File: src/rtl/digi_scan_ctrl_pkg.sv
// Shared definitions for the 7-segment scan controller: register map,
// control-word field positions, the blank output word and the hex glyph table.
package digi_scan_ctrl_pkg;

  // Register byte offsets from the block base address
  localparam logic [31:0] OFF_VAL  = 32'h0;
  localparam logic [31:0] OFF_CTRL = 32'h4;
  localparam logic [31:0] OFF_RAW  = 32'h8;

  // CTRL field positions
  localparam int CTRL_EN        = 0;
  localparam int CTRL_RAW_MODE  = 1;
  localparam int CTRL_DP_LSB    = 2;
  localparam int CTRL_BLANK_LSB = 6;
  localparam int CTRL_W         = 10;

  localparam int VAL_W  = 16;
  localparam int RAW_W  = 12;
  localparam int DIGI_W = 12;

  // All anodes, DP and segments inactive (everything is active-low)
  localparam logic [DIGI_W-1:0] DIGI_OFF = 12'hFFF;

  // Active-low glyphs, bit order g..a, indexed by the hex nibble
  localparam logic [6:0] HEX7 [0:15] = '{
    7'h40, 7'h79, 7'h24, 7'h30,
    7'h19, 7'h12, 7'h02, 7'h78,
    7'h00, 7'h10, 7'h08, 7'h03,
    7'h46, 7'h21, 7'h06, 7'h0E
  };

  // Digit currently being driven; digit 0 is the rightmost
  typedef enum logic [1:0] {
    DIG0 = 2'd0,
    DIG1 = 2'd1,
    DIG2 = 2'd2,
    DIG3 = 2'd3
  } digit_e;

  // Next digit in the scan rotation, 3 wraps back to 0
  function automatic digit_e next_digit(input digit_e cur);
    return digit_e'(cur + 2'd1);
  endfunction

endpackage

File: src/rtl/digi_scan_ctrl_seg7_hex_decode.sv
// Hex nibble to active-low 7-segment glyph (g..a), purely combinational.
module seg7_hex_decode
  import digi_scan_ctrl_pkg::*;
(
  input  logic [3:0] nibble,
  output logic [6:0] seg
);

  // Straight table lookup; the table lives in the package so it has one owner
  always_comb begin
    seg = HEX7[nibble];
  end

endmodule

File: src/rtl/digi_scan_ctrl.sv
// Memory-mapped 4-digit 7-segment controller.
// VAL holds four hex digits, CTRL selects enable/raw mode and the DP and blank
// masks, RAW is copied straight to the output in raw mode. The display is
// time-multiplexed one digit per SCAN_DIV clocks; digi is fully registered.
//
// Scan states:
//   state | meaning
//   DIG0  | driving digit 0 (rightmost, VAL[3:0]); also the idle/hold state
//   DIG1  | driving digit 1 (VAL[7:4])
//   DIG2  | driving digit 2 (VAL[11:8])
//   DIG3  | driving digit 3 (VAL[15:12]), wraps to DIG0
module digi_scan_ctrl
  import digi_scan_ctrl_pkg::*;
#(
  parameter int          SCAN_DIV  = 100000,
  parameter logic [31:0] BASE_ADDR = 32'h40000010
) (
  input  logic                 clk,
  input  logic                 reset,
  input  logic                 MemWrite,
  input  logic                 MemRead,
  input  logic [31:0]          Address,
  input  logic [31:0]          WriteData,
  output logic [31:0]          ReadData,
  output logic                 hit,
  output logic [DIGI_W-1:0]    digi
);

  // A one-cycle slot still needs a 1-bit counter so the width never collapses
  localparam int              PW         = (SCAN_DIV > 1) ? $clog2(SCAN_DIV) : 1;
  localparam logic [PW-1:0]   PRESC_LAST = PW'(SCAN_DIV - 1);
  localparam logic [31:0]     BASE_WORD  = BASE_ADDR & 32'hFFFF_FFFC;

  logic [VAL_W-1:0]  val_q;
  logic [CTRL_W-1:0] ctrl_q;
  logic [RAW_W-1:0]  raw_q;

  logic [31:0]       word_addr;
  logic              sel_val;
  logic              sel_ctrl;
  logic              sel_raw;

  logic              en;
  logic              raw_mode;
  logic              scan_on;
  logic [3:0]        dp_mask;
  logic [3:0]        blank_mask;

  logic [PW-1:0]     presc_q;
  digit_e            state_q;
  logic [1:0]        idx;
  logic [3:0]        cur_nib;
  logic [6:0]        cur_seg;

  // Byte-lane bits are ignored, so decode on the word-aligned address
  always_comb begin
    word_addr = Address & 32'hFFFF_FFFC;
    sel_val   = (word_addr == BASE_WORD + OFF_VAL);
    sel_ctrl  = (word_addr == BASE_WORD + OFF_CTRL);
    sel_raw   = (word_addr == BASE_WORD + OFF_RAW);
    hit       = sel_val | sel_ctrl | sel_raw;
  end

  // Read mux returns the pre-edge value, so a same-cycle write reads old data
  always_comb begin
    ReadData = 32'h0;
    if (MemRead) begin
      if (sel_val) begin
        ReadData = {{(32-VAL_W){1'b0}}, val_q};
      end else if (sel_ctrl) begin
        ReadData = {{(32-CTRL_W){1'b0}}, ctrl_q};
      end else if (sel_raw) begin
        ReadData = {{(32-RAW_W){1'b0}}, raw_q};
      end
    end
  end

  // Software-visible registers; bits beyond each register's width are dropped
  always_ff @(posedge clk or posedge reset) begin
    if (reset) begin
      val_q  <= '0;
      ctrl_q <= '0;
      raw_q  <= '0;
    end else if (MemWrite) begin
      if (sel_val) begin
        val_q <= VAL_W'(WriteData);
      end
      if (sel_ctrl) begin
        ctrl_q <= CTRL_W'(WriteData);
      end
      if (sel_raw) begin
        raw_q <= RAW_W'(WriteData);
      end
    end
  end

  // Control-word fields; raw mode wins over enable
  always_comb begin
    en         = ctrl_q[CTRL_EN];
    raw_mode   = ctrl_q[CTRL_RAW_MODE];
    dp_mask    = ctrl_q[CTRL_DP_LSB +: 4];
    blank_mask = ctrl_q[CTRL_BLANK_LSB +: 4];
    scan_on    = en & ~raw_mode;
  end

  // Pick the nibble for the digit currently on the scan
  always_comb begin
    idx     = state_q;
    cur_nib = val_q[{idx, 2'b00} +: 4];
  end

  seg7_hex_decode u_hex_decode (
    .nibble (cur_nib),
    .seg    (cur_seg)
  );

  // Prescaler, digit FSM and output register; outside normal scan the counter
  // and digit are held at zero so re-enabling always starts a full digit-0 slot
  always_ff @(posedge clk or posedge reset) begin
    if (reset) begin
      presc_q <= '0;
      state_q <= DIG0;
      digi    <= DIGI_OFF;
    end else begin
      if (!scan_on) begin
        presc_q <= '0;
        state_q <= DIG0;
      end else if (presc_q == PRESC_LAST) begin
        presc_q <= '0;
        state_q <= next_digit(state_q);
      end else begin
        presc_q <= presc_q + PW'(1);
      end

      if (raw_mode) begin
        digi <= raw_q;
      end else if (!en) begin
        digi <= DIGI_OFF;
      end else if (blank_mask[idx]) begin
        digi <= DIGI_OFF;
      end else begin
        digi <= {~(4'b0001 << idx), ~dp_mask[idx], cur_seg};
      end
    end
  end

endmodule

File: config.mk
export PLATFORM = sky130hd
export DESIGN_NAME = digi_scan_ctrl
export DESIGN_NICKNAME = d
export VERILOG_FILES = /design/src/rtl/digi_scan_ctrl_pkg.sv /design/src/rtl/digi_scan_ctrl_seg7_hex_decode.sv /design/src/rtl/digi_scan_ctrl.sv
export SDC_FILE = /design/constraint.sdc
export NUM_CORES = 1
export LEC_CHECK = 0
export CORE_ASPECT_RATIO = 0.6
export CORE_MARGIN = 2
export CORE_UTILIZATION = 45
export DETAILED_ROUTE_END_ITERATION = 16
export DONT_BUFFER_PORTS = 1
export PLACE_DENSITY_LB_ADDON = 0.08
export SLEW_MARGIN = 30
export SYNTH_ARGS = -nofsm -noshare
export SYNTH_HDL_FRONTEND = slang
export SYNTH_SLANG_ARGS = --single-unit
File: constraint.sdc
create_clock -name clk -period 8.3 [get_ports clk]
set_clock_uncertainty 0.1 [all_clocks]
set_input_delay 2.49 -clock clk [delete_from_list [all_inputs] [get_ports clk]]
set_output_delay 2.49 -clock clk [all_outputs]
set_load 0.01 [all_outputs]
# [Word-level counts from Yosys, hierarchy flattened]
# Memories as Yosys holds them, arrays and structs flattened.
# Index checks and enable logic that the tools add are counted.
[op_classes] addsub=2 n_lt_le_gt_ge=2 eq_ne=5 shift=2 n_mux=17 bitwise_logic=7 reduce_logical=3
[op_table] cell="$eq A30 B29 Y1 const B" n=3
[op_table] cell="$mux W12" n=5
[op_table] cell="$mux W17" n=2
[op_table] cell="$mux W16" n=2
[op_table] cell="$add A17 B1 Y17 const B" n=1
[op_table] cell="$eq A17 B17 Y1 const B" n=1
[op_table] cell="$shiftx A16 B5 Y4" n=1
[op_table] cell="$mux W7" n=2
[op_table] cell="$reduce_and A2 Y1" n=3
[op_table] cell="$ge A5 B5 Y1 const B" n=1
[op_table] cell="$not A4 Y5" n=1
[op_table] cell="$bmux W1 S2" n=2
[op_table] cell="$mux W2" n=2
[op_table] cell="$not A4 Y4" n=1
[op_table] cell="$shl A1 B2 Y4 const A" n=1
[op_table] cell="$lt A2 B3 Y1 const B" n=1
[op_table] cell="$add A2 B1 Y2 const B" n=1
[op_table] cell="$mux W1" n=2
[op_table] cell="$ne A2 B1 Y1 const B" n=1
[op_table] cell="$not A1 Y1" n=2
[op_table] cell="$or A1 B1 Y1" n=2
[op_table] cell="$and A1 B1 Y1" n=1
[word_totals] reg_bits=69 romBits=112 in_bits=68 out_inout_bits=45 word_cells=45 n_memories=1
[memory_table] memory="(name not given)" words=16 word_bits=7 read_ports=1 rd_ports_with_merged_regs=0 wr=0 line_no="digi_scan_ctrl_seg7_hex_decode.sv:11" rtl="seg = HEX7[nibble];"

# [Depth between registers and ports, before layout]
[depth] depth_word=8 mapped_depth=8 depth_no_buf=7

# [Modules after synthesis]
# From an unflattened synthesis, not the netlist that was laid out.
[unflattened] cells_unflattened=352 hier_area_um2=3928.8
[modules_own_cells] module="digi_scan_ctrl" n_inst=1 cells_per_inst=316 area_each_um2=3672.3 seq_area_each_um2=1741.7
[modules_own_cells] module="seg7_hex_decode" n_inst=1 cells_per_inst=36 area_each_um2=256.5 seq_area_each_um2=0.0

# [Worst setup path before layout]
# OpenSTA, ideal clock, no wires.
[synth_timing] kind="input-to-output" start="input Address[10]" end="output ReadData[1]" arrival_ns=4.038 required_ns=5.710 slack_ns=1.672 cell_stages=5 n_path_buf=1 path_cell_list="nor4_1 -> nand4_2 -> or4_1 -> buf_2 -> o221a_2"
[synth_between] elab_chain_len=5
[synth_rtl] element="from (decl)" line_no="digi_scan_ctrl.sv:22" rtl="input logic [31:0] Address,"
[synth_rtl] element="$eq A30 B29 Y1" line_no="digi_scan_ctrl.sv:60" rtl="sel_raw = (word_addr == BASE_WORD + OFF_RAW);"
[synth_rtl] element="$mux W12" line_no="digi_scan_ctrl.sv:72" rtl="end else if (sel_raw) begin"
[synth_rtl] element="$mux W12" line_no="digi_scan_ctrl.sv:70" rtl="end else if (sel_ctrl) begin"
[synth_rtl] element="$mux W16 (*)" line_no="digi_scan_ctrl.sv:68" rtl="if (sel_val) begin"
[synth_rtl] element="$mux W16 (*)" line_no="digi_scan_ctrl.sv:67" rtl="if (MemRead) begin"
[synth_rtl] element="to (decl)" line_no="digi_scan_ctrl.sv:24" rtl="output logic [31:0] ReadData,"
# Mark *: on every way between the ends. The rest lies on a longest branch, timed or not.

# [Worst setup path after layout]
[layout_timing] start="input Address[24]" end="output ReadData[1]"
# Same word-level chain as after synthesis.

==> results.sh <==
export IMPL_place_congestion=0.818
export IMPL_io_buffers=0
export IMPL_reg2reg_depth=7
export IMPL_synth_top_area_share_pct=37.2
export IMPL_coreArea_mm2=0.00839
export IMPL_hold_end="presc_q[0]"
export IMPL_placed_cells=437
export IMPL_placed_cell_area_mm2=0.00387
export IMPL_pin_count=113
export IMPL_dr_pass1_iters=4
export IMPL_nets=415
export IMPL_max_freq_mhz=144
export IMPL_wire_per_inst_um=20.2
export IMPL_hpwlAfterDp_um=6250
export IMPL_synthTopCellsByCount="dfrtp_1 (57), mux2_2 (40), inv_1 (20), nor2_1 (20), buf_4 (17)"
export IMPL_grt_pass1_wl_um=14300
export IMPL_synth_edf_count=0
export IMPL_dieHeight_um=75.5
export IMPL_leakagePower_nw=1.77
export IMPL_ys_seq_elements=69
export IMPL_hold_depth=1
export IMPL_outcome="completed"
export IMPL_holdBufCountCts=0
export IMPL_worstHoldPathType="flip-flop to flip-flop"
export IMPL_crit_arrival_ns=4.35
export IMPL_cts_setup_buffers=0
export IMPL_reg2reg_from="idx[1]"
export IMPL_setup_viol=0
export IMPL_start_kind="input pin"
export IMPL_period_minus_slack_ns=6.94
export IMPL_syn_inst=337
export IMPL_path_class="input pin to output port"
export IMPL_clock_latency_ns=0.34
export IMPL_path_max_fanout=10
export IMPL_syn_avg_cell_area_um2=11.4
export IMPL_synth_async_reset_ratio_pct=100
export IMPL_start_util_pct=45.7
export IMPL_ir_drop_uv=115
export IMPL_cts_max_level=3
export IMPL_rows=26
export IMPL_cp_end_kind="output port"
export IMPL_die_area_mm2=0.00930
export IMPL_cts_resized=0
export IMPL_maxCapViolCount=0
export IMPL_cp_top_family="simple AND/OR/NAND/NOR gates"
export IMPL_critPathSlowestCell="or4_1"
export IMPL_grt_pass1_vias=2550
export IMPL_cts_buffers=9
export IMPL_ys_seq_area_share_pct=45.4
export IMPL_path_buf_inv=0
export IMPL_powerDensity_mw_per_mm2=171
export IMPL_drt_iter0_drc=156
export IMPL_final_setup_tns_ns=0
export IMPL_crit_chain="nor4_1, nand4_2, or4_1, o221a_2"
export IMPL_vias=2615
export IMPL_antenna_found_initial=0
export IMPL_antenna_cells=0
export IMPL_yosysUniqueCellTypes=50
export IMPL_synth_largest_area_cell="dfrtp_1"
export IMPL_synthFlopType="dfrtp_1"
export IMPL_drive_gt1_share_pct=26.4
export IMPL_cts_tree="yes"
export IMPL_drt_wl_total_um=9160
export IMPL_yosysMostFrequentCell="dfrtp_1"
export IMPL_fin_crit_sh_pct=83.6
export IMPL_hold_viol=0
export IMPL_regToRegSetupSlack_ns=5.95
export IMPL_via_per_inst=5.77
export IMPL_slew_headroom_pct=44.0
export IMPL_worstMarginPinSlew_ns=0.834
export IMPL_syn_to_final_growth_pct=8.45
export IMPL_rsz0062_at_grt="no"
export IMPL_cts_root_buf="clkbuf_16"
export IMPL_gr_usage_all_layers_pct=21.1
export IMPL_grt_ovfl_total=0
export IMPL_cts_sinks=69
export IMPL_yosysWarnings=0
export IMPL_cts_clk_slew_worst_paths_ns=0.05
export IMPL_syn_area_mm2=0.00384
export IMPL_max_clock_path_buffers=2
export IMPL_hp_start="presc_q[0]"
export IMPL_critPathRequiredTime_ns=5.71
export IMPL_postRouteAntennaNets=0
export IMPL_grt_max_degree=70
export IMPL_r2r_end="digi[3]"
export IMPL_cp_slowest_stage_delay_ns=0.81
export IMPL_die_w_um=123
export IMPL_slew_violations=0
export IMPL_drc=0
export IMPL_stdcell_area_mm2=0.00416
export IMPL_fin_cells=453
export IMPL_synth_area_top_cells="dfrtp_1 (37%), mux2_2 (12%), dfstp_2 (8.2%), ha_1 (3.6%), mux4_2 (3.5%)"
[worst max-delay path by stage]
stage / start / to / depth (start not counted)
CTS: Address[24] / ReadData[1] / 4
floorplan: Address[10] / ReadData[1] / 5
finish: Address[24] / ReadData[1] / 4
detailed placement: Address[24] / ReadData[1] / 4
global route: Address[10] / ReadData[1] / 4
global placement: Address[10] / ReadData[1] / 4
[flip-flops by register name, summed over array words and instances, names as in the netlist]
register	cells
presc_q	17
raw_q	12
ctrl_q	10
idx	2
digi	12
val_q	16
[power by group]
group	switching, mW	internal (mW)
registers	0.00000000833	0.337
clock network	0.136	0.226
logic	0.0115	0.00274
[layout make-up]
| class | count | area [um^2] |
|---|---|---|
| multi-input cells | 230 | 1880 |
| repair buffers | 5 | 41.3 |
| inverters | 21 | 78.8 |
| well taps | 112 | 140 |
| flip-flops and latches | 69 | 1740 |
| clock buffers | 15 | 278 |
| clock inverters | 1 | 5.00 |
| fillers | 766 | 4230 |
[routing by layer]
metal  track usage, %  vias to the layer above  wire length (um)
li1                 -                     1191                 -
met1             31.2                     1315              4620
met2             29.1                       96              3780
met3             7.11                       13               641
met4             6.19                        0               103
met5                0                        -                 0
[kinds of logic (layout without fill, tap and decap cells)]
family / after synthesis / after routing / share of synthesized area, %
multiplexers: 52 / 52 / 16.8
flip-flops: 69 / 69 / 45.4
adder cells (fa/ha/maj): 11 / 11 / 3.59
buffers and inverters: 53 / 42 / 7.18
AO/OA/AOI/OAI: 47 / 47 / 9.23
XOR/XNOR: 13 / 13 / 2.97
AND/OR/NAND/NOR: 91 / 91 / 14.7
other: 1 / 16 / 0.0978
[metrics by stage]
| step | total power, mW | utilization (%) | setup slack (ns) | hold slack [ns] |
|---|---|---|---|---|
| 2_1_floorplan | 0.363 | - | 1.67 | 0.366 |
| 3_3_place_gp | 0.357 | 46.2 | 1.40 | 0.390 |
| 3_5_place_dp | 0.357 | 46.2 | 1.36 | 0.401 |
| 4_1_cts | 0.725 | 49.5 | 1.36 | 0.415 |
| 5_1_grt | 0.740 | 49.6 | 1.24 | 0.439 |
| 6_report | 0.713 | 49.6 | 1.36 | 0.408 |
[layout by cell type (no fill, tap or decap), types with 7 or more instances in the layout]
cell / Yosys / layout
dfrtp_1: 57 / 57
mux2_2: 40 / 40
nor2_1: 20 / 20
inv_1: 20 / 19
conb_1: 1 / 16
a21oi_1: 12 / 12
dfstp_2: 12 / 12
ha_1: 11 / 11
nand3_1: 9 / 9
nand2_1: 9 / 9
clkbuf_16: 0 / 9
o21ai_0: 7 / 7
o221a_2: 7 / 7
xor2_1: 7 / 7
Note: power is estimated with default switching activity, not from simulation.
==> patch: new RTL, same settings <==
Reset style: synchronous (`reset`), changed in 2 clocked blocks.
--- a/src/rtl/digi_scan_ctrl.sv
+++ b/src/rtl/digi_scan_ctrl.sv
@@ -78,3 +78,3 @@
   // Software-visible registers; bits beyond each register's width are dropped
-  always_ff @(posedge clk or posedge reset) begin
+  always_ff @(posedge clk) begin
     if (reset) begin
@@ -118,3 +118,3 @@
   // and digit are held at zero so re-enabling always starts a full digit-0 slot
-  always_ff @(posedge clk or posedge reset) begin
+  always_ff @(posedge clk) begin
     if (reset) begin
Function: differs if reset is asserted again (counterexample within 4 cycles, from zero or initial values and one cycle with reset high); with reset held inactive, the same outputs for 4 cycles.
==> patch against the original RTL <==
Clock power grew 15%; worst hold slack lost 25 ps; setup slack lost 170 ps; register-to-register slack lost 340 ps; utilization grew 0.40 points; sequential power shrank 2%; cell area grew 2.4%; sequential cell count is the same; maximum frequency shrank 2.4%; total power grew 7.2%; combinational power grew 14%; area after synthesis grew 3.3%; wire length grew 15%.
==> patch: results (changes against the original RTL) <==
outcome = finished clean (unchanged)
Avg Inst Size Synth = 9.237 um^2 (was 11.38 um^2)
setup_tns = 0 ps (unchanged)
Netlist cell types = 51 (was 50)
worst slack, placed = 1231 ps (was 1359 ps)
# resized after CTS = 0 (unchanged)
H-tree depth = 3 (unchanged)
DR vias = 3,178 (was 2,615)
routed len/inst = 19.95 um (was 20.21 um)
cts bufs inserted = 9 (unchanged)
share of cells above drive strength 1 = 0.09592 (was 0.2639)
CTS Buffer Depth = 2 (unchanged)
vias in the first global route = 2,848 (was 2,550)
Max IR drop VDD = 0.1116 mV (was 0.1148 mV)
initial DRC count = 333 (was 156)
first-pass GRT wire length = 16,350 um (was 14,260 um)
ys flop type = dfxtp_1 (was dfrtp_1)
worst-margin pin slew = 864.2 ps (was 834.4 ps)
Global Route Usage Sum = 0.2222 (was 0.2105)
CP max-delay cell = and4_1 (was or4_1)
Critical Path Max Stage Delay = 660 ps (was 810 ps)
sequential area share after synthesis = 0.3486 (was 0.4540)
Pre-antenna DRT Iters = 5 (was 4)
input/output buffers = 0 (unchanged)
share of synthesized flip-flops with an asynchronous set or reset = 0 (was 1.000)
GPL Wtd Cong = 0.8123 (was 0.8182)
initial antenna violation count = 0 (unchanged)
worst skew pair latency = 340 ps (about the same)
Layout Nets = 491 (was 415)
largest net degree at the start of global routing = 56 (was 70)
Arrival @ worst endpoint = 4510 ps (was 4350 ps)
P_leak = 0.001442 uW (was 0.001772 uW)
Reg clk slew, reported paths = 60 ps
Synthesis Warnings = 0 (unchanged)
filler cell count = 803 (was 766)
top cells by count, synth = 69 x dfxtp_1, 45 x nand2b_1, 33 x a21oi_1 (was 57 x dfrtp_1, 40 x mux2_2, 20 x inv_1, 20 x nor2_1, 17 x buf_4)
cell family with the largest share of critical-path delay = simple AND/OR/NAND/NOR gates (unchanged)
crit-path max FO = 13 (was 10)
Cell Count, Final, Fillers Out = 529 (was 453)
placed insts = 513 (was 437)
synth top area cells = dfxtp_1 35%, mux2i_1 7.8%, nand2b_1 7.1% (was dfrtp_1 37%, mux2_2 12%, dfstp_2 8.2%)
DP HPWL = 7679 um (was 6253 um)
top flop regs = presc_q (17), val_q (16) (unchanged)
-- patch: cells by family (layout without fill, tap and decap cells) --
family | after synthesis | after routing | synth area share
AOI/OAI and AO/OA | 77 | 77 | 0.1342
xor gates and xnor gates | 13 | 13 | 0.02873
adders and majority gates | 11 | 11 | 0.03473
buffers and inverters | 67 | 40 | 0.08399
DFF | 69 | 69 | 0.3486
muxes | 37 | 37 | 0.1124
other | 1 | 16 | 0.0009464
and+or+nand+nor | 154 | 154 | 0.2564
-- patch: final timing paths --
| check | startpoint | endpoint | slack [ps] | cells past startpoint |
|---|---|---|---|---|
| setup reg to reg | idx[0] | digi[2] | 5610 | 4 |
| hold reg to reg | raw_q[9] | raw_q[9] | 380 | 2 |
| setup / recovery | Address[28] | ReadData[10] | 1200 | 4 |
| hold / removal | raw_q[9] | raw_q[9] | 380 | 2 |
-- patch: cell type report --
class	instances	share of cell area
Tap cell	112	0.03290
Clock inverter	6	0.02027
Clock buffer	10	0.05611
Inverter	20	0.01763
Multi-Input combinational cell	308	0.5417
Timing Repair Buffer	4	0.007051
Sequential cell	69	0.3243
-- patch: metrics by stage --
step                      utilization  hold slack (ps)  instance area (um^2)
after floorplan                     -            337.7                  4019
after global placement         0.4612            359.3                  3931
after detailed placement       0.4612            373.6                  3931
after CTS                      0.4994            382.0                  4257
after global routing           0.4997            411.5                  4259
final                          0.4997            382.5                  4259
-- patch: layer usage --
metal,global-route usage,wire length (um)
met1,0.3507,5321
met2,0.2739,4109
met3,0.07118,1018
met4,0.07444,102
met5,0,0
-- patch: report_power, final --
group	switching, uW	internal, uW	leakage [uW]
sequential	0.000000162	331	0.000556
clock	147	270	0.000158
combinational	8.82	7.38	0.000728
